File: src/rtl/spi_ram_ctrl.sv
// Command decoder and MEM_DEPTH x 8 register file behind the SPI slave; RD_DATA -> tx_valid two cycles later.
// Optional SPI_RAM_AUTO_INC_EN: post-increment wr_addr/rd_addr on each accepted WR_DATA/RD_DATA.
module spi_ram_ctrl #(
    parameter int MEM_DEPTH  = 256,
    parameter int ADDR_WIDTH = 8
) (
    input  logic       clk,
    input  logic       rst,
    input  logic       rx_valid,
    input  logic [9:0] rx_data,
    input  logic       tx_done,
    output logic       tx_valid,
    output logic [7:0] tx_data,
    output logic       cmd_err,
    output logic       busy
);

    typedef enum logic [1:0] {
        IDLE     = 2'd0,
        RD_FETCH = 2'd1,
        RESP     = 2'd2
    } state_t;

    localparam logic [1:0] CMD_WR_ADDR = 2'b00;
    localparam logic [1:0] CMD_WR_DATA = 2'b01;
    localparam logic [1:0] CMD_RD_ADDR = 2'b10;
    localparam logic [1:0] CMD_RD_DATA = 2'b11;

    state_t                state_q, state_d, state_post;
    logic [ADDR_WIDTH-1:0] wr_addr_q, wr_addr_d;
    logic [ADDR_WIDTH-1:0] rd_addr_q, rd_addr_d;
    logic [ADDR_WIDTH-1:0] fetch_addr_q, fetch_addr_d;
    logic                  wa_ok_q, wa_ok_d;
    logic                  ra_ok_q, ra_ok_d;
    logic [7:0]            tx_data_q, tx_data_d;
    logic                  cmd_err_q, cmd_err_d;
    logic                  mem_we;
    logic [7:0]            mem [MEM_DEPTH];

    logic [1:0]            cmd;
    logic [7:0]            payload;
    logic [ADDR_WIDTH-1:0] addr;

    assign cmd     = rx_data[9:8];
    assign payload = rx_data[7:0];
    assign addr    = payload[ADDR_WIDTH-1:0];

    always_comb begin
        state_d      = state_q;
        wr_addr_d    = wr_addr_q;
        rd_addr_d    = rd_addr_q;
        fetch_addr_d = fetch_addr_q;
        wa_ok_d      = wa_ok_q;
        ra_ok_d      = ra_ok_q;
        tx_data_d    = tx_data_q;
        cmd_err_d    = 1'b0;
        mem_we       = 1'b0;

        // A tx_done in RESP retires the response before this cycle's frame is decoded.
        state_post = state_q;
        if (state_q == RESP && tx_done) begin
            state_post = IDLE;
        end

        case (state_q)
            RD_FETCH: begin
                tx_data_d = mem[fetch_addr_q];
                state_d   = RESP;
            end
            RESP:     state_d = state_post;
            default:  state_d = IDLE;
        endcase

        if (rx_valid) begin
            case (cmd)
                CMD_WR_ADDR: begin
                    wr_addr_d = addr;
                    wa_ok_d   = 1'b1;
                end
                CMD_WR_DATA: begin
                    if (wa_ok_q) begin
                        mem_we = 1'b1;
`ifdef SPI_RAM_AUTO_INC_EN
                        wr_addr_d = wr_addr_q + ADDR_WIDTH'(1);
`endif
                    end else begin
                        cmd_err_d = 1'b1;
                    end
                end
                CMD_RD_ADDR: begin
                    rd_addr_d = addr;
                    ra_ok_d   = 1'b1;
                end
                default: begin
                    if (ra_ok_q && state_post == IDLE) begin
                        state_d      = RD_FETCH;
                        fetch_addr_d = rd_addr_q;
`ifdef SPI_RAM_AUTO_INC_EN
                        rd_addr_d = rd_addr_q + ADDR_WIDTH'(1);
`endif
                    end else begin
                        cmd_err_d = 1'b1;
                    end
                end
            endcase
        end
    end

    always_ff @(posedge clk) begin
        if (rst) begin
            state_q      <= IDLE;
            wr_addr_q    <= '0;
            rd_addr_q    <= '0;
            fetch_addr_q <= '0;
            wa_ok_q      <= 1'b0;
            ra_ok_q      <= 1'b0;
            tx_data_q    <= 8'h00;
            cmd_err_q    <= 1'b0;
        end else begin
            state_q      <= state_d;
            wr_addr_q    <= wr_addr_d;
            rd_addr_q    <= rd_addr_d;
            fetch_addr_q <= fetch_addr_d;
            wa_ok_q      <= wa_ok_d;
            ra_ok_q      <= ra_ok_d;
            tx_data_q    <= tx_data_d;
            cmd_err_q    <= cmd_err_d;
        end
    end

    // Storage is deliberately left out of reset.
    always_ff @(posedge clk) begin
        if (mem_we && !rst) begin
            mem[wr_addr_q] <= payload;
        end
    end

    assign tx_valid = (state_q == RESP);
    assign busy     = (state_q == RESP);
    assign tx_data  = tx_data_q;
    assign cmd_err  = cmd_err_q;

endmodule
File: config.mk
export PLATFORM = sky130hd
export DESIGN_NAME = spi_ram_ctrl
export DESIGN_NICKNAME = d
export VERILOG_FILES = /design/src/rtl/spi_ram_ctrl.sv
export SDC_FILE = /design/constraint.sdc
export NUM_CORES = 2
export LEC_CHECK = 0
export ABC_CLOCK_PERIOD_IN_PS = 3400
export BUFFER_PORTS_ARGS = -buffer_cell sky130_fd_sc_hd__buf_2
export CAP_MARGIN = 20
export CORE_ASPECT_RATIO = 0.5
export CORE_UTILIZATION = 25
export DETAILED_ROUTE_END_ITERATION = 12
export GPL_TIMING_DRIVEN = 0
export SLEW_MARGIN = 20
export SYNTH_ARGS = -nofsm -noshare
export SYNTH_HDL_FRONTEND = slang
export SYNTH_SLANG_ARGS = --single-unit
File: constraint.sdc
create_clock -name clk -period 3.4 [get_ports clk]
set_clock_uncertainty 0.1 [all_clocks]
set_input_delay 0.51 -clock clk [delete_from_list [all_inputs] [get_ports clk]]
set_output_delay 0.51 -clock clk [all_outputs]
set_load 0.02 [all_outputs]
# --- After elaboration in Yosys (flattened, before gate mapping) ---
# Memories as Yosys holds them, arrays and structs flattened. A register that Yosys moved wholly into a read port is not among the register bits.
# Cells that the tools add are included.
word_totals:
  register_bits: 29
  ramBits: 2048
  in_bits: 14
  out_inout_bits: 11
  word_cells: 39
  memories: 1
op_classes:
  eq_ne: 4
  muxes: 13
  n_bitwise: 2
  reduce_logical: 12
memory_table:
  columns: ["name", "words", "word_bits", "read_ports", "rd_ports_with_merged_regs", "write_ports", "line_no", "text"]
  rows:
  - ["mem", 256, 8, 1, 1, 1, "38", "logic [7:0] mem [MEM_DEPTH];"]
ops:
  columns: ["op", "n"]
  rows:
  - ["two-way mux 2 bit", 4]
  - ["two-way mux 1 bit", 7]
  - ["== test 2 x 1 -> 1 bit (second input constant)", 2]
  - ["== test 2 bit (second input constant)", 2]
  - ["zero test 2 bit", 2]
  - ["case mux 2 bit (2 select lines)", 1]
  - ["AND reduction 2 bit", 2]
  - ["OR reduction 2 bit", 2]
  - ["logical AND 1 bit", 3]
  - ["AND reduction 3 bit", 1]
  - ["OR reduction 3 bit", 1]
  - ["inverter 1 bit", 2]
  - ["case mux 1 bit (2 select lines)", 1]
  - ["zero test 1 bit", 1]

# --- Longest topological paths before layout ---
depth:
  word_depth: 8
  ltp_mapped: 12
  depth_no_buf: 8

# --- Worst setup path before layout ---
# No wires, ideal clock.
synth_path:
  path_kind: "input to register"
  start: "in rst"
  end: "mem mem[63][0] (enable)"
  setup_ns: 0.370
  arrival_ns: 2.055
  required_ns: 2.930
  setup_slack_ns: 0.875
  stages: 6
  n_path_buf: 1
  path_cell_list: "nand3b_1 nor2b_1 nor3b_1 nand3_1 clkbuf_1 nor2_1"
synth_via:
  elab_chain_len: 4
synth_rtl:
  columns: ["item", "line_no", "text"]
  rows:
  - ["start, declared", "8", "input logic rst,"]
  - ["zero test 1 bit", "133", "if (mem_we && !rst) begin"]
  - ["logical AND 1 bit", "133", null]
  - ["two-way mux 1 bit", "133", null]
  - ["two-way mux 1 bit (implied by the code)", "134", "mem[wr_addr_q] <= payload;"]
  - ["end, declared", "38", null]
# No other way between the ends.

# --- Final worst setup path ---
layout_path:
  start: "reg wr_addr_q[1]"
  end: "mem mem[255][2] (enable)"
layout_lines:
  columns: ["item", "line_no", "text"]
  rows:
  - ["start, declared", "30", "logic [ADDR_WIDTH-1:0] wr_addr_q, wr_addr_d;"]
  - ["start signal, assigned", "121", "wr_addr_q <= wr_addr_d;"]
# No word-level cell before the write port.

==> impl_summary.md <==
Clock network
In this run the number of H-tree levels came out at 4. The clock transition time at the flip-flop clock pins of the worst setup and hold paths is 0.06 ns. The CTS sink count is 2085. The largest buffer count on any clock path is 3. The insertion delay of the later-clocked pin in the worst-skew pair is 0.88 ns.

The tree is rooted in a clkbuf_16. TritonCTS built the clock tree. The number of clock buffers inserted by TritonCTS is 206.

STA
In the finished design, the share of the clock period the worst path needs comes to 1.092. The headroom to the max-slew limit is 0.08024. Setup violations remaining at the end of the flow were counted as 291. The final critical-path required period is 3.713 ns. Setup repair after global routing could not meet its margin everywhere. The final count of pins violating max slew is 0. Derived from the worst setup path, the maximum achievable clock frequency is 269.3 MHz. In the post-route analysis, the smallest setup slack over all paths is -0.3129 ns. The transition time at the pin with the least slew margin is 1.376 ns. The aggregate negative setup slack is -20.05 ns. The final-report hold violation count was 0.

Critical path
In this run the critical register-to-register path is captured at mem[255][2]. Along the worst path, the maximum fanout reaches 8. The slack of the worst reg-to-reg path is -0.31 ns.

The worst setup path is launched from a flip-flop. Tracing the worst setup path back leads to its startpoint at wr_addr_q[1]. By startpoint and endpoint, the worst setup path is classified as reg2reg. The depth of the most critical reg-to-reg path is 4. The capturing element type of the critical path is a flip-flop. The launch instance of the worst register-to-register path is wr_addr_q[1].

The critical path data required time is 3.80 ns. The data arrival time at the worst-slack endpoint is 4.11 ns.

Floorplanning
The starting density of the core is 0.2514. The height of the die is 403.7 um. The core footprint is 321000 um^2.

The die outline area is 325100 um^2. For this design the top-level I/O count stands at 25. The die is 805.4 um wide. After floorplanning, the core was divided into 147 placement rows.

Drt
The via density per instance is 5.387. After detailed routing, the average wire length per cell comes to 36.96 um. The number of vias in the routed layout is 47300. The final routed wirelength across all metal layers is 324500 um. After detailed routing, the number of remaining DRC violations is 0.

The first routing iteration left 9205 violations. The first TritonRoute pass finished after 10 iterations. The remaining antenna violation count after routing is 0.

Synth
Counting instances in the post-synthesis netlist gives the leading cell types as edfxtp_1, mux4_2, nor2_1. The post-synth net total is 3942. The average footprint of a synthesized cell is 20.55 um^2. In this run, synthesis inferred 2048 flip-flops with an integrated enable. Among all flip-flop cells after synthesis, the most frequent one is edfxtp_1.

The async set-or-reset flop fraction in the synthesized netlist is 0. The yosys synthesis warning count is 0. The most common cell in the netlist is edfxtp_1. In this run, synthesis produced a sequential element count of 2085. The cell area after synthesis is 80680 um^2. The share of the synthesized area in the top cell type is 0.7623. Synthesis produced a netlist whose cell count is 3926. The largest total area in the synthesized netlist belongs to edfxtp_1. In the post-synthesis netlist, the biggest area contributors are edfxtp_1, mux4_2, mux2i_1. Yosys mapped the design onto 67 distinct sky130hd cell types. For this run, the register share of the synthesized area comes to 0.7714.

Worst hold path
The hold path startpoint is rx_data[4]. The count of cells along the worst hold path is 1. The hold path endpoint is mem[141][4]. The worst hold path belongs to the class in2reg.

Power and ir drop
In this run the static leakage power is 28.58 nW. The ratio of total power to cell area is 529.5 nW/um^2. The worst-case IR drop observed on VDD is 567.1 uV.

Placement
The half-perimeter wire length after detailed placement is 209200 um. The number of buffers added on ports is 24. The global placer's final weighted congestion is 0.9881. OpenSTA, run right after detailed placement, puts the worst setup slack at -1.618 ns.

Global routing
Entering global routing, the biggest net connects 127 pins. The first global-routing pass estimated 417800 um of wire. The number of antenna violations at the first check in global routing is 27. The via count of the first global-routing pass is 43590. The remaining global-route overflow is 0.

The overall fraction of global-route tracks in use is 0.1933.

Status
The flow ran to the end, but the final reports show violations. The checks that failed: negative setup slack.

Cells and area
The layout cell share with drive strength beyond 1 is 0.2943. From synthesis to final layout, the design area changed by 21.02%. The number of fillers in the final layout is 30780.

The net count reported at finish is 4285.

Run
The tool flagged a number of max-cap violations equal to 0.
## final cells by class
type / instances / area, um^2 / share of cell area
well taps: 4321 / 5406 / 0.05537
multi-input cells: 1598 / 18450 / 0.1889
clock buffers: 266 / 5502 / 0.05634
diodes: 14 / 35.03 / 0.0003588
clock inverters: 117 / 1096 / 0.01123
plain buffers: 230 / 2748 / 0.02814
repair buffers: 138 / 2132 / 0.02184
flip-flops and latches: 2085 / 62240 / 0.6374
inverters: 10 / 37.54 / 0.0003844
## repair_timing
item | CTS | global route
gates resized for setup | 464 | 285
hold endpoints to repair | 167 | 0
setup endpoints to repair | 659 | 1258
pin swaps | 4 | 13
hold buffers | 10 | 0
buffers inserted | 20 | 23
## through the flow
| stage | util | std cells | total power, mW | area (um^2) | hold WS (ns) |
|---|---|---|---|---|---|
| 3_3_place_gp | 0.2686 | 8271 | 29.43 | 86210 | 0.3580 |
| 4_1_cts | 0.3003 | 8743 | 51.52 | 96380 | 0.03012 |
| 2_1_floorplan | - | 3926 | 28.84 | 80680 | 0.3210 |
| 6_report | 0.3042 | 8779 | 51.70 | 97640 | 0.03679 |
| 3_5_place_dp | 0.2736 | 8332 | 29.44 | 87830 | 0.3447 |
| 5_1_grt | 0.3041 | 8768 | 52.49 | 97610 | 0.04243 |
## power by group
group | internal (mW) | total, mW | switching (mW)
sequential | 28.2 | 28.2 | 0.00977
combinational | 0.125 | 0.727 | 0.601
clock | 12.5 | 22.8 | 10.2
total | 40.8 | 51.7 | 10.9
## sequential cells by signal, indices dropped and copies added (netlist names)
register	flops
tx_data	8
state_q	2
ra_ok_q	1
mem	2048
rd_addr_q	8
cmd_err	1
wr_addr_q	8
fetch_addr_q	8
wa_ok_q	1
## critical path: stages (launching register included)
cell      delay [ns]
dfxtp_1         0.49
nand4_1         1.10
clkbuf_2        0.67
buf_16          0.29
nor2_1          0.66
## per-layer routing
layer,track usage,routed length [um]
met4,0.1356,26630
met3,0.08209,51090
met2,0.2722,135100
met5,0.003242,300
met1,0.2384,111400
## worst max-delay path by stage
stage,endpoint,slack (ns),cells after the start
final,mem[255][2],-0.31,4
after global routing,mem[255][1],-0.26,4
after CTS,mem[120][1],-0.25,7
after detailed placement,tx_data[0],-1.62,10
after global placement,tx_data[2],-2.97,9
after floorplan,mem[63][0],0.87,6
## cells by family after synthesis
logic type | Yosys count | share of synthesized area
simple gates | 541 | 0.02869
flops | 2085 | 0.7714
buf+inv | 243 | 0.01664
compound gates | 396 | 0.03465
mux | 659 | 0.1483
fa+ha+maj | 2 | 0.0003101
## cells in the final DEF, fill, tap and decap left out, types with 59 or more instances in the layout
cell       instances
clkbuf_16        208
nor2_1           144
edfxtp_1        2048
mux2i_1          218
nor2_2            81
nand2_1           77
nor2_4            93
buf_12            59
a22oi_1           69
clkbuf_1          69
mux4_2           428
buf_16            60
Note: power is estimated with default switching activity, not from simulation.
